==> config.mk <==
export PLATFORM = sky130hd
export DESIGN_NAME = execute_stage
export DESIGN_NICKNAME = d
export VERILOG_FILES = /design/src/rtl/execute_stage.sv
export SDC_FILE = /design/constraint.sdc
export NUM_CORES = 1
export LEC_CHECK = 0
export BUFFER_PORTS_ARGS = -buffer_cell sky130_fd_sc_hd__buf_2
export CAP_MARGIN = 20
export CORE_ASPECT_RATIO = 1.5
export CORE_MARGIN = 3
export CORE_UTILIZATION = 56
export CTS_BUF_LIST = sky130_fd_sc_hd__clkbuf_8
export DETAILED_ROUTE_END_ITERATION = 12
export GPL_TIMING_DRIVEN = 0
export PLACE_DENSITY_LB_ADDON = 0.2
export SLEW_MARGIN = 20
export SYNTH_ARGS = -nofsm -noshare
export SYNTH_HDL_FRONTEND = slang
export SYNTH_SLANG_ARGS = --single-unit
==> constraint.sdc <==
create_clock -name clock -period 6.1 [get_ports clock]
set_input_delay 0.305 -clock clock [delete_from_list [all_inputs] [get_ports clock]]
set_output_delay 0.305 -clock clock [all_outputs]
set_load 0.03 [all_outputs]
==> src/rtl/execute_stage.sv <==
// -----------------------------------------------------------------------------
// execute_stage
//
// Execute stage of the 5-stage ARM pipeline: ALU, NZCV flags register,
// condition-check unit and the EX/MEM pipeline register feeding the memory
// stage. An instruction whose condition fails still travels to M with its
// ALU result and data, but its side-effect controls (RegWrite, MemWrite,
// PCSrc) and its flag updates are suppressed.
//
// Ports:
//   clock        system clock, rising edge
//   reset        synchronous, active-high; beats flushE and stallE
//   stallE       hold EX/MEM register and flags
//   flushE       load a bubble into EX/MEM; squash the instruction in E
//   SrcAE/SrcBE  ALU operands
//   WriteDataE   store data
//   WA3E         destination register index (zero-extended to WIDTH)
//   ALUControlE  00 ADD, 01 SUB, 10 AND, 11 ORR
//   FlagWriteE   bit1 enables NZ update, bit0 enables CV update
//   CondE        ARM condition field
//   RegWriteE, MemWriteE, MemToRegE, PCSrcE, PlusOneE  decoder controls
//   ALUOutM, WriteDataM, WA3M                          registered data
//   RegWriteM, MemWriteM, MemToRegM, PCSrcM, PlusOneM  registered controls
//   FlagsOut     current flags register {N,Z,C,V}
//   CondExE      combinational condition pass for the instruction in E
// -----------------------------------------------------------------------------
module execute_stage #(
    parameter int WIDTH = 32
) (
    input  logic             clock,
    input  logic             reset,
    input  logic             stallE,
    input  logic             flushE,
    input  logic [WIDTH-1:0] SrcAE,
    input  logic [WIDTH-1:0] SrcBE,
    input  logic [WIDTH-1:0] WriteDataE,
    input  logic [WIDTH-1:0] WA3E,
    input  logic [1:0]       ALUControlE,
    input  logic [1:0]       FlagWriteE,
    input  logic [3:0]       CondE,
    input  logic             RegWriteE,
    input  logic             MemWriteE,
    input  logic             MemToRegE,
    input  logic             PCSrcE,
    input  logic             PlusOneE,
    output logic [WIDTH-1:0] ALUOutM,
    output logic [WIDTH-1:0] WriteDataM,
    output logic [WIDTH-1:0] WA3M,
    output logic             RegWriteM,
    output logic             MemWriteM,
    output logic             MemToRegM,
    output logic             PCSrcM,
    output logic             PlusOneM,
    output logic [3:0]       FlagsOut,
    output logic             CondExE
);

    typedef enum logic [1:0] {
        ALU_ADD = 2'b00,
        ALU_SUB = 2'b01,
        ALU_AND = 2'b10,
        ALU_ORR = 2'b11
    } alu_op_e;

    typedef enum logic [3:0] {
        COND_EQ = 4'b0000,
        COND_NE = 4'b0001,
        COND_CS = 4'b0010,
        COND_CC = 4'b0011,
        COND_MI = 4'b0100,
        COND_PL = 4'b0101,
        COND_VS = 4'b0110,
        COND_VC = 4'b0111,
        COND_HI = 4'b1000,
        COND_LS = 4'b1001,
        COND_GE = 4'b1010,
        COND_LT = 4'b1011,
        COND_GT = 4'b1100,
        COND_LE = 4'b1101,
        COND_AL = 4'b1110,
        COND_NV = 4'b1111
    } cond_e;

    // Everything the memory stage sees from this stage, registered together.
    typedef struct packed {
        logic [WIDTH-1:0] alu_out;
        logic [WIDTH-1:0] write_data;
        logic [WIDTH-1:0] wa3;
        logic             reg_write;
        logic             mem_write;
        logic             mem_to_reg;
        logic             pc_src;
        logic             plus_one;
    } exmem_t;

    alu_op_e alu_op;
    cond_e   cond;

    assign alu_op = alu_op_e'(ALUControlE);
    assign cond   = cond_e'(CondE);

    // ------------------------------------------------------------------
    // ALU
    // ------------------------------------------------------------------
    logic             is_sub;
    logic [WIDTH-1:0] b_operand;
    logic [WIDTH:0]   sum_ext;
    logic [WIDTH-1:0] alu_result;
    logic             alu_n;
    logic             alu_z;
    logic             alu_c;
    logic             alu_v;

    // NOTE: every signal assigned in an always_comb gets a default before any
    // branch; a path that leaves one unassigned would infer a latch.
    always_comb begin
        is_sub     = (alu_op == ALU_SUB);
        // SUB is A + ~B + 1, so one adder serves both arithmetic ops and the
        // carry out directly means "no borrow".
        b_operand  = is_sub ? ~SrcBE : SrcBE;
        sum_ext    = {1'b0, SrcAE} + {1'b0, b_operand} + {{WIDTH{1'b0}}, is_sub};
        alu_result = sum_ext[WIDTH-1:0];
        alu_c      = 1'b0;
        alu_v      = 1'b0;

        case (alu_op)
            ALU_ADD, ALU_SUB: begin
                alu_result = sum_ext[WIDTH-1:0];
                alu_c      = sum_ext[WIDTH];
                // Overflow: operands agree in sign but the result does not.
                alu_v      = (SrcAE[WIDTH-1] == b_operand[WIDTH-1]) &&
                             (sum_ext[WIDTH-1] != SrcAE[WIDTH-1]);
            end
            ALU_AND: alu_result = SrcAE & SrcBE;
            ALU_ORR: alu_result = SrcAE | SrcBE;
            default: alu_result = sum_ext[WIDTH-1:0];
        endcase

        alu_n = alu_result[WIDTH-1];
        alu_z = (alu_result == '0);
    end

    // ------------------------------------------------------------------
    // Flags register and condition check
    // ------------------------------------------------------------------
    logic flag_n;
    logic flag_z;
    logic flag_c;
    logic flag_v;

    assign FlagsOut = {flag_n, flag_z, flag_c, flag_v};

    // The check reads the registered flags, i.e. the state left by the
    // previous instruction; a dependent conditional directly behind a
    // flag-setter sees the value written on the edge between them.
    always_comb begin
        CondExE = 1'b0;
        case (cond)
            COND_EQ: CondExE = flag_z;
            COND_NE: CondExE = ~flag_z;
            COND_CS: CondExE = flag_c;
            COND_CC: CondExE = ~flag_c;
            COND_MI: CondExE = flag_n;
            COND_PL: CondExE = ~flag_n;
            COND_VS: CondExE = flag_v;
            COND_VC: CondExE = ~flag_v;
            COND_HI: CondExE = flag_c & ~flag_z;
            COND_LS: CondExE = ~flag_c | flag_z;
            COND_GE: CondExE = (flag_n == flag_v);
            COND_LT: CondExE = (flag_n != flag_v);
            COND_GT: CondExE = ~flag_z & (flag_n == flag_v);
            COND_LE: CondExE = flag_z | (flag_n != flag_v);
            COND_AL: CondExE = 1'b1;
            COND_NV: CondExE = 1'b0;
            default: CondExE = 1'b0;
        endcase
    end

    // Side effects only survive a passing condition.
    logic [1:0] flag_write_g;

    assign flag_write_g = FlagWriteE & {2{CondExE}};

    // NOTE: state is written with non-blocking assignments so every register
    // samples pre-edge values regardless of the order of statements.
    always_ff @(posedge clock) begin
        if (reset) begin
            flag_n <= 1'b0;
            flag_z <= 1'b0;
            flag_c <= 1'b0;
            flag_v <= 1'b0;
        end else if (!flushE && !stallE) begin
            if (flag_write_g[1]) begin
                flag_n <= alu_n;
                flag_z <= alu_z;
            end
            if (flag_write_g[0]) begin
                flag_c <= alu_c;
                flag_v <= alu_v;
            end
        end
    end

    // ------------------------------------------------------------------
    // EX/MEM pipeline register
    // ------------------------------------------------------------------
    exmem_t exmem_d;
    exmem_t exmem_q;

    always_comb begin
        exmem_d            = '0;
        exmem_d.alu_out    = alu_result;
        exmem_d.write_data = WriteDataE;
        exmem_d.wa3        = WA3E;
        exmem_d.reg_write  = RegWriteE & CondExE;
        exmem_d.mem_write  = MemWriteE & CondExE;
        exmem_d.pc_src     = PCSrcE & CondExE;
        exmem_d.mem_to_reg = MemToRegE;
        exmem_d.plus_one   = PlusOneE;
    end

    // Priority: reset, then flush (a bubble wins over a hold), then stall.
    always_ff @(posedge clock) begin
        if (reset) begin
            exmem_q <= '0;
        end else if (flushE) begin
            exmem_q <= '0;
        end else if (!stallE) begin
            exmem_q <= exmem_d;
        end
    end

    assign ALUOutM    = exmem_q.alu_out;
    assign WriteDataM = exmem_q.write_data;
    assign WA3M       = exmem_q.wa3;
    assign RegWriteM  = exmem_q.reg_write;
    assign MemWriteM  = exmem_q.mem_write;
    assign MemToRegM  = exmem_q.mem_to_reg;
    assign PCSrcM     = exmem_q.pc_src;
    assign PlusOneM   = exmem_q.plus_one;

endmodule

# After elaboration in Yosys (flattened, before gate mapping)
# Index checks and enable logic that the tools add are counted.
dict set report word_totals {
  ff_bits 105
  latch_bits 0
  ramBits 0
  romBits 0
  inputBits 145
  output_inout_bits 106
  wordCells 67
  mem_count 0
}
dict set report classes {
  add_sub_neg 2
  multipliers 0
  div 0
  order_cmp 0
  n_eq_ne 22
  n_shift 0
  muxes 5
  n_bitwise 15
  n_reduce_logical 11
}
# operator count
set ops {}
lappend ops {{case mux 32 bit (3 select lines)} 1}
lappend ops {{adder 32 x 32 -> 33 bit} 1}
lappend ops {{adder 33 x 1 -> 33 bit} 1}
lappend ops {{bitwise AND 32 bit} 1}
lappend ops {{== test 4 bit (second input constant)} 8}
lappend ops {{logical NOT 32 bit} 1}
lappend ops {{two-way mux 32 bit} 1}
lappend ops {{NOT 32 bit} 1}
lappend ops {{OR 32 bit} 1}
lappend ops {{== test 4 x 3 -> 1 bit (second input constant)} 4}
lappend ops {{case mux 1 bit (16 select lines)} 1}
lappend ops {{== test 4 x 2 -> 1 bit (second input constant)} 2}
lappend ops {{bitwise AND 1 bit} 5}
lappend ops {{== test 2 bit (second input constant)} 2}
lappend ops {{== test 4 x 1 -> 1 bit (second input constant)} 1}
lappend ops {{logical NOT 4 bit} 1}
lappend ops {{NOT 1 bit} 4}
lappend ops {{AND reduction 2 bit} 2}
lappend ops {{OR reduction 2 bit} 2}
lappend ops {{bitwise AND 2 bit} 1}
lappend ops {{== test 1 bit} 2}
lappend ops {{== test 2 x 1 -> 1 bit (second input constant)} 1}
lappend ops {{logical AND 1 bit} 2}
lappend ops {{logical NOT 1 bit} 2}
lappend ops {{other kinds (4)} 7}

# Depth between registers and ports, before layout
# Gate-level depths: netlist of the first run.
dict set report logic_depth {
  word_depth 7
  ltp_mapped 16
  depth_no_buf 14
}

# Worst setup path after synthesis of the first run
# Ideal clock, no wire load.
dict set report synth_timing {
  kind {input -> register}
  startpoint {in ALUControlE[1]}
  endpoint {reg flag_z}
  setup_ns 0.069
  t_arrival_ns 3.406
  required_time_ns 6.031
  slack_ns 2.625
  stages 16
  path_buffers 3
  path_cell_list {nand2b_1 -> buf_2 -> buf_1 -> xnor2_1 -> ha_1 -> buf_4 -> a21o_1 -> or3_1 -> or3_1 -> nand3_2 -> o211ai_1 -> a2111oi_2 -> nand4_1 -> nor4bb_1 -> nand4_1 -> o21ai_1}
}
dict set report synth_between {
  elab_chain_cells 6
  word_cells_on_any_way 10
  classes_between {add/sub: 2; eq/ne: 3; mux: 2; reduce/logical: 3}
}
# element line
set synth_lines {}
lappend synth_lines {{from (decl)} 38} ;# input logic [1:0] ALUControlE,
lappend synth_lines {{== test 2 x 1 -> 1 bit} {117, 126}}
lappend synth_lines {{two-way mux 32 bit} 120} ;# b_operand = is_sub ? ~SrcBE : SrcBE;
lappend synth_lines {{adder 32 x 32 -> 33 bit} 121} ;# sum_ext = {1'b0, SrcAE} + {1'b0, b_operand} + {{WIDTH{1'b0}}, is_sub};
lappend synth_lines {{adder 33 x 1 -> 33 bit} 121}
lappend synth_lines {{case mux 32 bit (3 select lines) (*)} 126} ;# case (alu_op)
lappend synth_lines {{logical NOT 32 bit (*)} 140} ;# alu_z = (alu_result == '0);
lappend synth_lines {{to (signal assigned)} 195} ;# flag_z <= alu_z;
lappend synth_lines {{to (decl)} 147} ;# logic flag_z;
# Every way passes the cells marked *; elsewhere a longest branch is shown, timed or not.
# A chain may end at the register's enable or synchronous reset.

# Worst setup path after layout of the first run
# Ends and elaborated chain as after synthesis.

==> metrics.txt, run 1 <==
metal1 wirelength=8570 um; most frequent cells in the layout=buf_2 (253), nor2_1 (136), dfxtp_1 (105); vias in the first global route=7461; status=completed; fill count=1056; post-synthesis simple-gate area fraction=0.185; WL/cell=18.5 um; max layer used=met4; pwr/cell area=221 nW/um^2; Final nets=around 1.3k; CP required=6410 ps; placed wire-length estimate=19000 um; initial antenna violation count=0; ant diodes=0; Synth cell types=79; Post-Synth XOR/XNOR Area=0.0679; Clk Latency, worst-skew pair=370 ps; ys flop type=dfxtp_1; GPL Wtd Cong=0.986; CTS buffer count=9; CTS tree=yes; Clock Tree Buf Depth=2; via count=~7.5k; compound-cell area share of the yosys netlist=0.184; max_slew headroom=0.425; Post-Route Skew=7.95 ps; Yosys reg bits=105; Synth Area per Inst=8.32 um^2; Cell Chain, Critical Path=buf_2, nand2b_1, buf_2, buf_1, xnor2_1, ha_1, nand2_1, nor4_1, o211ai_2, a31o_2, a21oi_2, a221oi_2, xnor2_1, a2111oi_0, nand4_1, o21ai_1; root buf cell=clkbuf_8; Post-CTS Setup Bufs=0; WL met3=2020 um; cell at the slowest stage of the critical path=buf_1; DRC=0; ys async rst share=0; Post-CTS Resized=0; startpoint types=input port; Tot GR Track Use=0.322; first-pass GRT wire length=roughly 37000 um; worst-margin pin slew=862 ps; Synth Warn #=0; multiplexer area fraction after synthesis=0.122; top post-synthesis cells by area=dfxtp_1 (30%), mux2i_1 (12%), nor2_1 (7.2%); TNS Setup=0 ps; leakage power figure=4.17 nW; Hold-fix buffers, CTS=0; commonest non-fill, non-tap cell in the layout=buf_2; RSZ-0062 raised after global routing=no; Horiz. Die Dim=97.9 um; Routed Antenna Nets=0; dpl cell area=roughly 8500 um^2; PortBufs=248; CP arrival=4540 ps; die area=approximately 14000 um^2; Core Footprint=around 12000 um^2; Initial Utilization=0.581; layout cells sized above 1=0.279; H-tree depth=3; synth-to-layout area growth=23.4%; Final min period=4230 ps; final setup fails=0; period utilization=0.694; wirelength, routed=23500 um; part of the Yosys area used for sequential elements=0.296; Max Transition Viols Final=0; Die Span Y=144 um; CP max stage delay=around 670 ps; Vias/cell=5.88; HP Class=input port to flop; cells after synthesis=852; final instance area=8750 um^2; Setup CP Type=input port to flop; largest net degree at the start of global routing=19; Max Clock Freq=236 MHz; Worst Path Max Fanout=10; met2 routed WL=around 12000 um; row count=49; clk sinks=105; Layout Utilization=0.717; Top-Level Pins=251; max-cap violations=0; Fin. Hold Viols=0; area leader, netlist=dfxtp_1; Peak VDD IR=0.209 mV; syn nets=between 1k and 1.5k; adder-cell area share of the yosys netlist=0.0988; 1st-pass router iterations=5; post-synth top area share=0.296; Overflow after GRT=0; Total Power=0.00193 W; Mapped Area=7090 um^2; DRT iter0 DRCs=432; largest family of logic cells by synthesized area=simple AND/OR/NAND/NOR gates; clock-pin slew on the worst setup and hold paths=100 ps; CP Capture Type=flop; EDFF count, synth=0
==> synth_stat cells (8+ instances only) <==
library cell / count
xnor2_1: 43
nor2_1: 136
xor2_1: 12
maj3_1: 23
a21o_1: 11
nand3_1: 11
a21oi_1: 67
buf_1: 12
nor3_1: 12
ha_1: 36
nand4_1: 8
dfxtp_1: 105
o21ai_0: 32
inv_1: 13
clkbuf_1: 24
nand2_1: 69
mux2i_1: 84
==> cells by family after synthesis <==
kind of cell / count (synthesis)
simple gates: 289
compound gates: 189
flops: 105
mux: 86
buf+inv: 68
fa+ha+maj: 60
xor+xnor: 55
==> per-stage QoR <==
| stage | setup slack, ps | hold slack [ps] | cells |
|---|---|---|---|
| 3_5_place_dp | 1540 | 452 | 1253 |
| 6_report | 1870 | 161 | 1269 |
| 3_3_place_gp | 1600 | 446 | 1253 |
| 2_1_floorplan | 2630 | 374 | 852 |
| 4_1_cts | 1930 | 142 | 1269 |
| 5_1_grt | 1670 | 141 | 1269 |
==> worst paths after layout <==
check / start / to / slack [ps] / cells after the start
hold / removal: WA3E[27] / WA3M[27] / 160 / 3
setup / recovery: ALUControlE[1] / flag_z / 1870 / 16
hold reg to reg: ALUOutM[11] / ALUOutM[11] / 470 / 2
setup reg to reg: flag_z / flag_z / 3240 / 10
==> worst max-delay path, delay by kind of cell <==
kind / cells / cell delay [ps]
AOI/OAI and AO/OA: 6 / 1610
xor gates and xnor gates: 2 / 320
adders and majority gates: 1 / 460
buffers and inverters: 3 / 1030
and+or+nand+nor: 4 / 810
==> routing by layer <==
layer | vias up | global-route usage
met3 | 61 | 0.0782
met5 | - | 0
met2 | 343 | 0.593
li1 | 3534 | -
met4 | 0 | 0.140
met1 | 3528 | 0.349
==> report_power, final <==
part | switching, W | internal, W | total (W)
clock network | 0.000246 | 0.000235 | 0.000481
logic | 0.000443 | 0.000281 | 0.000724
registers | 0.0000161 | 0.000711 | 0.000727
total | 0.000705 | 0.00123 | 0.00193
==> layout make-up <==
| cell class | instances | area (um^2) | area share |
|---|---|---|---|
| Clock inverter | 7 | 101 | 0.0116 |
| Timing Repair Buffer | 248 | 1240 | 0.142 |
| Sequential cell | 105 | 2100 | 0.240 |
| Tap cell | 153 | 191 | 0.0219 |
| Inverter | 14 | 52.6 | 0.00601 |
| Clock buffer | 9 | 124 | 0.0142 |
| Multi-Input combinational cell | 679 | 4660 | 0.533 |
| Buffer | 54 | 277 | 0.0316 |
Note: power is estimated with default switching activity, not from simulation.
==> inputs of run 2 (changes only) <==
--- a/config.mk
+++ b/config.mk
@@ -5,11 +5,12 @@
 export SDC_FILE = /design/constraint.sdc
 export NUM_CORES = 1
 export LEC_CHECK = 0
+export ABC_AREA = 1
 export BUFFER_PORTS_ARGS = -buffer_cell sky130_fd_sc_hd__buf_2
 export CAP_MARGIN = 20
 export CORE_ASPECT_RATIO = 1.5
 export CORE_MARGIN = 3
-export CORE_UTILIZATION = 56
+export CORE_UTILIZATION = 53
 export CTS_BUF_LIST = sky130_fd_sc_hd__clkbuf_8
 export DETAILED_ROUTE_END_ITERATION = 12
 export GPL_TIMING_DRIVEN = 0
==> constraint.sdc (replaced) <==
create_clock -name clock -period 4.03 [get_ports clock]
set_input_delay 0.2015 -clock clock [delete_from_list [all_inputs] [get_ports clock]]
set_output_delay 0.2015 -clock clock [all_outputs]
set_load 0.03 [all_outputs]
==> metrics.txt, run 2 <==
cell with the most instances after synthesis=nand2_1; Layout Utilization=0.673; Worst Path Max Fanout=10; Worst R2R Setup Slack=between 2000 and 2500 ps; area occupied by multi-input gates=4620 um^2; cells after synthesis=1261; commonest non-fill, non-tap cell in the layout=nand2_1; Post-CTS Setup Bufs=0; sw frac=0.383; CP max stage delay=710 ps; GPL Wtd Cong=0.976; total net switching power=0.00111 W; Post-CTS Resized=0; layout cells sized above 1=0.193; Worst path most repeated cell=nand2_1; PortBufs=248; Post-Route Skew=about 8.7 ps; Reg power frac=0.377; part of the Yosys area used for sequential elements=0.280; via count=8854; die area=15700 um^2; max-cap violations=0; Overflow after GRT=0; Setup CP Type=input port to flop; Final min period=3550 ps; vias in the first global route=8302; row count=52; HP Class=input port to flop; final instance area=9190 um^2; Sequential cell area=2100 um^2; top post-synthesis cells by area=dfxtp_1 (28%), nand2_1 (20%), nor2_1 (9.0%); clk sinks=~110; Fin. Hold Viols=0; Max Clock Freq=282 MHz; TNS Setup=0 ps; synth-to-layout area growth=22.2%; ys flop type=dfxtp_1; Hold-fix buffers, CTS=0; H-tree depth=3; syn nets=1443; placed wire-length estimate=22100 um; RSZ-0062 raised after global routing=no; max_slew headroom=0.374; Tot GR Track Use=0.323; fin cells=1687; clock share of power=0.251; Final nets=1702; Initial Utilization=0.550; 1st-pass router iterations=5; fill count=1373; Vias/cell=5.25; Commonest cells post-synth=nand2_1 (394), nor2_1 (180), inv_1 (149), dfxtp_1 (105), a21oi_1 (99); Logic pwr share=0.373; Cell Chain, Critical Path=buf_4, inv_4, nand2_4, buf_1, xnor2_1, ha_1, nand2_1, nor2_1, nand3_1, nand3_1, nand3_1, nand2_1, nand2_1, nand2_1, o21ai_0, nor2_1, nand2_1, nor2_1, nand3_1, a21oi_1; first-pass GRT wire length=40100 um; post-synth top area share=0.280; Cells after DPL=1671; final setup fails=0; ys async rst share=0; clock-pin slew on the worst setup and hold paths=100 ps; WL/cell=15.5 um; Core Footprint=13700 um^2; CTS buffer count=9; Clk Latency, worst-skew pair=360 ps; initial antenna violation count=1; startpoint types=input port; DRT iter0 DRCs=429; root buf cell=clkbuf_8; CP arrival=3850 ps; Synth Area per Inst=5.96 um^2; Synth cell types=37; Hold Worst Slack=63.0 ps; area leader, netlist=dfxtp_1; Mapped Area=7520 um^2; CP required=approximately 4300 ps; Clock Tree Buf Depth=2; Die Span Y=152 um; Yosys reg bits=105; internal power=approximately 0.0018 W; status=completed; Max Transition Viols Final=0; leakage power figure=around 5 nW; Peak VDD IR=around 0.21 mV; largest net degree at the start of global routing=19; most frequent cells in the layout=nand2_1 (394), buf_2 (252), nor2_1 (180); Horiz. Die Dim=between 100 and 150 um; ant diodes=0; EDFF count, synth=0; Routed Antenna Nets=0; CTS tree=yes; period utilization=0.880; Top-Level Pins=251; cell at the slowest stage of the critical path=buf_1; CP Capture Type=flop; wirelength, routed=about 26000 um; Synth Warn #=0; hold depth=2; DRC=0; dpl cell area=8960 um^2; R2R cell count=14; worst-margin pin slew=940 ps; pwr/cell area=316 nW/um^2
run 2: routing by layer:
metal	vias to the layer above	GRT usage	routed length [um]	share of wire
li1	4508	-	-	-
met1	3926	0.330	9170	0.35
met2	332	0.586	13500	0.51
met3	86	0.0615	1930	0.074
met4	2	0.186	1600	0.061
met5	-	0	13	0.00050
run 2: power groups by stage:
stage	Sequential, W	Combinational, W	Clock, W
after floorplan	0.00119	0.000642	0
after global placement	0.00112	0.00106	0
after detailed placement	0.00112	0.00107	0
after CTS	0.00109	0.00107	0.000733
after global routing	0.00110	0.00121	0.000775
final	0.00109	0.00108	0.000728
run 2: critical path, delay by kind of cell:
family | cells | cell delay (ps)
xor gates and xnor gates | 1 | 160
buffers and inverters | 3 | 950
and+or+nand+nor | 13 | 1850
AOI/OAI and AO/OA | 2 | 270
adders and majority gates | 1 | 410
run 2: kinds of logic after synthesis:
group | count (synthesis) | synth area share
flops | 105 | 0.280
fa+ha+maj | 37 | 0.0626
simple gates | 696 | 0.378
compound gates | 188 | 0.137
buf+inv | 204 | 0.106
xor+xnor | 31 | 0.0361
run 2: path summary, 6_finish.rpt:
check,start,to
max reg2reg,flag_c,flag_z
max,ALUControlE[1],flag_z
min,reset,flag_z
min reg2reg,WA3M[5],WA3M[5]
run 2: area by class of cell:
type | instances | area share
multi-input cells | 952 | 0.503
flip-flops and latches | 105 | 0.229
repair buffers | 248 | 0.135
inverters | 156 | 0.0640
plain buffers | 48 | 0.0230
well taps | 162 | 0.0221
clock buffers | 9 | 0.0135
clock inverters | 7 | 0.0110
run 2: per-stage QoR:
step / setup WS [ps] / power (W)
2_1_floorplan: 1320 / 0.00183
3_3_place_gp: 187 / 0.00217
3_5_place_dp: 155 / 0.00219
4_1_cts: 531 / 0.00290
5_1_grt: 275 / 0.00308
6_report: 482 / 0.00291
